$ cat src/rtl/rf_port_arbiter.sv
// Two-client front end for a 2R/1W register file: dedicated read ports per client,
// round-robin sharing of the write port, and an optional zeroing sweep after reset.
module rf_port_arbiter #(
  parameter logic CLEAR_ON_RESET = 1'b1
) (
  input  logic        clk,
  input  logic        rst,
  input  logic        c0_valid,
  input  logic        c0_we,
  input  logic [4:0]  c0_addr,
  input  logic [31:0] c0_wdata,
  input  logic        c1_valid,
  input  logic        c1_we,
  input  logic [4:0]  c1_addr,
  input  logic [31:0] c1_wdata,
  output logic        c0_ready,
  output logic        c1_ready,
  output logic        c0_rvalid,
  output logic        c1_rvalid,
  output logic [31:0] c0_rdata,
  output logic [31:0] c1_rdata,
  output logic [4:0]  rf_ra1,
  output logic [4:0]  rf_ra2,
  input  logic [31:0] rf_rd1,
  input  logic [31:0] rf_rd2,
  output logic [4:0]  rf_wa,
  output logic [31:0] rf_wd,
  output logic        rf_we,
  output logic        busy
);

  typedef enum logic {S_CLEAR = 1'b0, S_RUN = 1'b1} state_t;

  state_t      r_state;
  state_t      w_state_nxt;
  logic [4:0]  r_clr_cnt;
  logic        r_prio;
  logic        r_c0_rvalid;
  logic        r_c1_rvalid;
  logic [31:0] r_c0_rdata;
  logic [31:0] r_c1_rdata;

  logic w_run;
  logic w_c0_wr;
  logic w_c1_wr;
  logic w_conflict;
  logic w_c0_wacc;
  logic w_c1_wacc;
  logic w_c0_racc;
  logic w_c1_racc;
  logic w_c0_bypass;
  logic w_c1_bypass;

  assign w_run       = (r_state == S_RUN);
  assign w_c0_wr     = c0_valid & c0_we;
  assign w_c1_wr     = c1_valid & c1_we;
  assign w_conflict  = w_c0_wr & w_c1_wr;
  assign w_c0_wacc   = w_c0_wr & c0_ready;
  assign w_c1_wacc   = w_c1_wr & c1_ready;
  assign w_c0_racc   = c0_valid & ~c0_we & c0_ready;
  assign w_c1_racc   = c1_valid & ~c1_we & c1_ready;
  // A read racing the other client's write to the same address returns the new value.
  assign w_c0_bypass = w_c1_wacc & (c1_addr == c0_addr);
  assign w_c1_bypass = w_c0_wacc & (c0_addr == c1_addr);

  assign rf_ra1    = c0_addr;
  assign rf_ra2    = c1_addr;
  assign busy      = (r_state == S_CLEAR);
  assign c0_rvalid = r_c0_rvalid;
  assign c1_rvalid = r_c1_rvalid;
  assign c0_rdata  = r_c0_rdata;
  assign c1_rdata  = r_c1_rdata;

  // State register and sweep counter
  always_ff @(posedge clk) begin
    if (rst) begin
      r_state   <= CLEAR_ON_RESET ? S_CLEAR : S_RUN;
      r_clr_cnt <= 5'd0;
    end else begin
      r_state   <= w_state_nxt;
      r_clr_cnt <= (r_state == S_CLEAR) ? (r_clr_cnt + 5'd1) : 5'd0;
    end
  end

  // Next state and handshake readiness
  always_comb begin
    w_state_nxt = r_state;
    c0_ready    = 1'b0;
    c1_ready    = 1'b0;
    case (r_state)
      S_CLEAR: begin
        if (r_clr_cnt == 5'd31) begin
          w_state_nxt = S_RUN;
        end else begin
          w_state_nxt = S_CLEAR;
        end
      end
      S_RUN: begin
        w_state_nxt = S_RUN;
        if (w_conflict) begin
          c0_ready = ~r_prio;
          c1_ready = r_prio;
        end else begin
          c0_ready = 1'b1;
          c1_ready = 1'b1;
        end
      end
      default: begin
        w_state_nxt = S_CLEAR;
      end
    endcase
  end

  // Write port mux: sweep, accepted client write, or idle
  always_comb begin
    rf_we = 1'b0;
    rf_wa = 5'd0;
    rf_wd = 32'd0;
    if (r_state == S_CLEAR) begin
      rf_we = 1'b1;
      rf_wa = r_clr_cnt;
    end else if (w_c0_wacc) begin
      rf_we = 1'b1;
      rf_wa = c0_addr;
      rf_wd = c0_wdata;
    end else if (w_c1_wacc) begin
      rf_we = 1'b1;
      rf_wa = c1_addr;
      rf_wd = c1_wdata;
    end else begin
      rf_we = 1'b0;
    end
  end

  // Priority pointer and registered read responses
  always_ff @(posedge clk) begin
    if (rst) begin
      r_prio      <= 1'b0;
      r_c0_rvalid <= 1'b0;
      r_c1_rvalid <= 1'b0;
      r_c0_rdata  <= 32'd0;
      r_c1_rdata  <= 32'd0;
    end else begin
      // Loser of a write-write conflict gets priority next time.
      if (w_run && w_conflict) begin
        r_prio <= ~r_prio;
      end
      r_c0_rvalid <= w_c0_racc;
      r_c1_rvalid <= w_c1_racc;
      if (w_c0_racc) begin
        r_c0_rdata <= w_c0_bypass ? c1_wdata : rf_rd1;
      end
      if (w_c1_racc) begin
        r_c1_rdata <= w_c1_bypass ? c0_wdata : rf_rd2;
      end
    end
  end

endmodule

$ cat config.mk
export PLATFORM = sky130hd
export DESIGN_NAME = rf_port_arbiter
export DESIGN_NICKNAME = d
export VERILOG_FILES = /design/src/rtl/rf_port_arbiter.sv
export SDC_FILE = /design/constraint.sdc
export NUM_CORES = 1
export LEC_CHECK = 0
export ABC_AREA = 1
export CORE_MARGIN = 4
export CORE_UTILIZATION = 30
export DETAILED_ROUTE_END_ITERATION = 10
export DONT_BUFFER_PORTS = 1
export SLEW_MARGIN = 20
export SYNTH_ARGS = -nofsm -noshare
export SYNTH_HDL_FRONTEND = slang
export SYNTH_SLANG_ARGS = --single-unit
$ cat constraint.sdc
create_clock -name clk -period 1.5 [get_ports clk]
set_input_delay 0.3 -clock clk [delete_from_list [all_inputs] [get_ports clk]]
set_output_delay 0.3 -clock clk [all_outputs]
set_load 0.05 [all_outputs]
==> flow_summary.toml <==
[timing]
max_freq_ghz = 0.556
period_share_pct = 120
skew_ps = 3.76
drv_slew = 0
min_period_ps = 1800
hold_viol_final = 0
worst_slew_pin_slew_ps = 570
setup_viol = 104
rsz0062_at_grt = "yes"
max_slew_margin_pct = 61.9
tns_ps = -18350
fin_hold_ws_ps = 19.2
layout_setup_ws_ps = -299

[setup_path]
cp.arrival_ps = 1500
rrSetupSlack_ps = -200
max_stage_delay_ps = 360
rr_startpoint = "r_state"
r2r-end = "c1_rdata[17]"
crit_chain = "inv_2 -> nand2_4 -> nand3_4 -> inv_4 -> buf_12 -> a22o_4"
worst_path_max_delay_cell = "dfxtp_4"
critical_path_peak_fanout = 13
crit_family = "flip-flops"
r2r_cells = 10
worstPathBufferInverterCount = 3
worst_setup_path_end_kind = "output port"
cp.required_ps = 1200
cp-start-kind = "flop"
criticalPathCategory = "flop to output port"

[grt]
grt_use_met2_pct = 31.0
top_usage_layer = "met2"
use_met1_pct = 26.0
antenna_found_initial = 0
use_met3_pct = 4.87
grt_max_degree = 65
grt_pass1_vias = 4267
gr-usage-all-layers_pct = 19.6
grt_overflow = 0
grt_first_pass_wirelength_mm = 25.2

[synthesis]
synth-edff-count = 0
avgSynthCellArea_um2 = 6.42
ys_warn_count = 0
yosysSeqAreaShare_pct = 32.7
synth.top_cell.area_share_pct = 32.7
synth.distinct_cells = 27
async_flop_share_pct = 0
synth_fp_nets = 843
dominantRegCellSynth = "dfxtp_1"
synthTopCellsByArea = "dfxtp_1 (33%), nor2_1 (17%), nand3_1 (7.7%), nand2_1 (7.2%), inv_1 (7.0%)"
syn_area_mm2 = 0.00448
synthCells = 697
ys_seq_elements = 73
yosysTopAreaCell = "dfxtp_1"

[worst_hold_path]
hold_end = "r_state"
hold_path_class = "input pin to flop"
hold_start = "rst"
whs_path_depth = 1

[power]
switchingPower_uw = 1060
p_int_uw = 3520
leakagePower_uw = 0.00291
swShare_pct = 23.1
seqPwrFrac_pct = 42.6
p_per_area_mw_per_mm2 = 681
clock_power_share_pct = 50.2
pwr-share-comb_pct = 7.2
ir_drop_mv = 0.797

[cells_and_area]
fill_cells = 1421
final_cell_mix = "nor2_1 (179), inv_1 (80), dfxtp_1 (71), nand3_1 (68), nand2_1 (62)"
syn_to_final_growth_pct = 50.2
fin_cells = 934
diodes = 0
final_nets = 891
drive_gt1_share_pct = 31.7
final_common_cell = "nor2_1"

[cts]
holdBufCountCts = 0
h-tree-depth = 3
root_buffer = "clkbuf_16"
cts_tree = "built"
clock_latency_ps = 340
cts_made_buffers = 9
clockBufferDepth = 2
cts.sinks = 73
path_clk_slew_ps = 60

[job]
cap_viol_max_count = 0

[detailed_routing]
vias = 4805
drtIter0Drc = 217
dr.pass1.iters = 5
drc = 0
viasPerCell = 5.14
wirelength_mm = 20.0
post_drt_wl_per_cell_um = 21.4
drtAntennaViolNets = 0

[placement]
port_buffers = 0
gp_congestion = 0.865
place_ws_ps = -68.8
dp.cells = 879
dp.final_hpwl_mm = 12.6

[die]
rows = 44
fp.dieW_um = 130
die_area_mm2 = 0.0169
dieHeight_um = 130
start_util_pct = 30.7
core_area_mm2 = 0.0146
io_pins = 261

[run_status]
status = "complete, but fails checks"
violations = "negative setup slack"
cells in the mapped netlist (4+ instances only):
master    instances
buf_4            13
nor2_1          200
dfxtp_1          73
nand2_2           6
buf_6            16
o21ai_0          19
clkbuf_1          7
buf_2            20
nand2_1          86
a22o_1           32
o221ai_1          4
nor2_2            4
nand3_1          69
o21ai_1          45
inv_1            84
stage by stage:
stage	cell area, um2	total power (uW)	util, %
after floorplan	4870	2270	-
after global placement	5270	2290	36.1
after detailed placement	5270	2290	36.1
after CTS	5930	4630	40.7
after global routing	6720	4740	46.1
final	6720	4580	46.1
power groups by stage:
stage	Clock, uW	Combinational (uW)	Sequential [uW]
final	2300	329	1950
after global routing	2430	361	1950
after CTS	2370	311	1950
after detailed placement	0	298	1990
after global placement	0	298	1990
after floorplan	0	280	1990
worst max-delay path by stage:
| stage | start | endpoint | slack (ps) | cells after the start |
|---|---|---|---|---|
| floorplan | c1_valid | rf_wd[0] | -100 | 8 |
| global placement | r_state | c1_rdata[11] | -40 | 9 |
| detailed placement | r_state | c1_rdata[11] | -70 | 9 |
| CTS | r_prio | rf_wa[1] | -290 | 6 |
| global route | r_prio | rf_wd[24] | -350 | 5 |
| finish | r_prio | rf_wd[14] | -300 | 6 |
registers in the layout, indices dropped and copies added (netlist names):
register,count
r_clr_cnt,5
r_state,1
c0_rvalid,1
c0_rdata,32
r_prio,1
c1_rvalid,1
c1_rdata,32
routing by layer:
layer / vias up / wire length [um]
li1: 2299 / -
met1: 2279 / 8280
met2: 199 / 10100
met3: 28 / 1220
met4: 0 / 395
met5: - / 0
cell type report:
class	instances	area, um2	share of cell area (%)
Clock buffer	10	229	3.41
Clock inverter	6	82.6	1.23
Inverter	87	352	5.23
Multi-Input combinational cell	481	2970	44.2
Sequential cell	73	1470	21.9
Tap cell	184	230	3.43
Timing Repair Buffer	93	1390	20.7
timing repair:
item                                    4_1_cts  5_1_grt
pin swaps                                    23      114
resized for setup                            26      125
setup buffers                                 7       14
gates cloned                                  7       15
hold endpoints to repair                      0        0
endpoints found under the setup margin       55       97
cells by family after synthesis:
| kind of cell | count (synthesis) | synth area share [%] |
|---|---|---|
| fa+ha+maj | 2 | 0.559 |
| xor+xnor | 1 | 0.196 |
| simple gates | 375 | 35.7 |
| compound gates | 103 | 14.6 |
| flops | 73 | 32.7 |
| buf+inv | 143 | 16.3 |
Power figures use the tool's default switching activity.
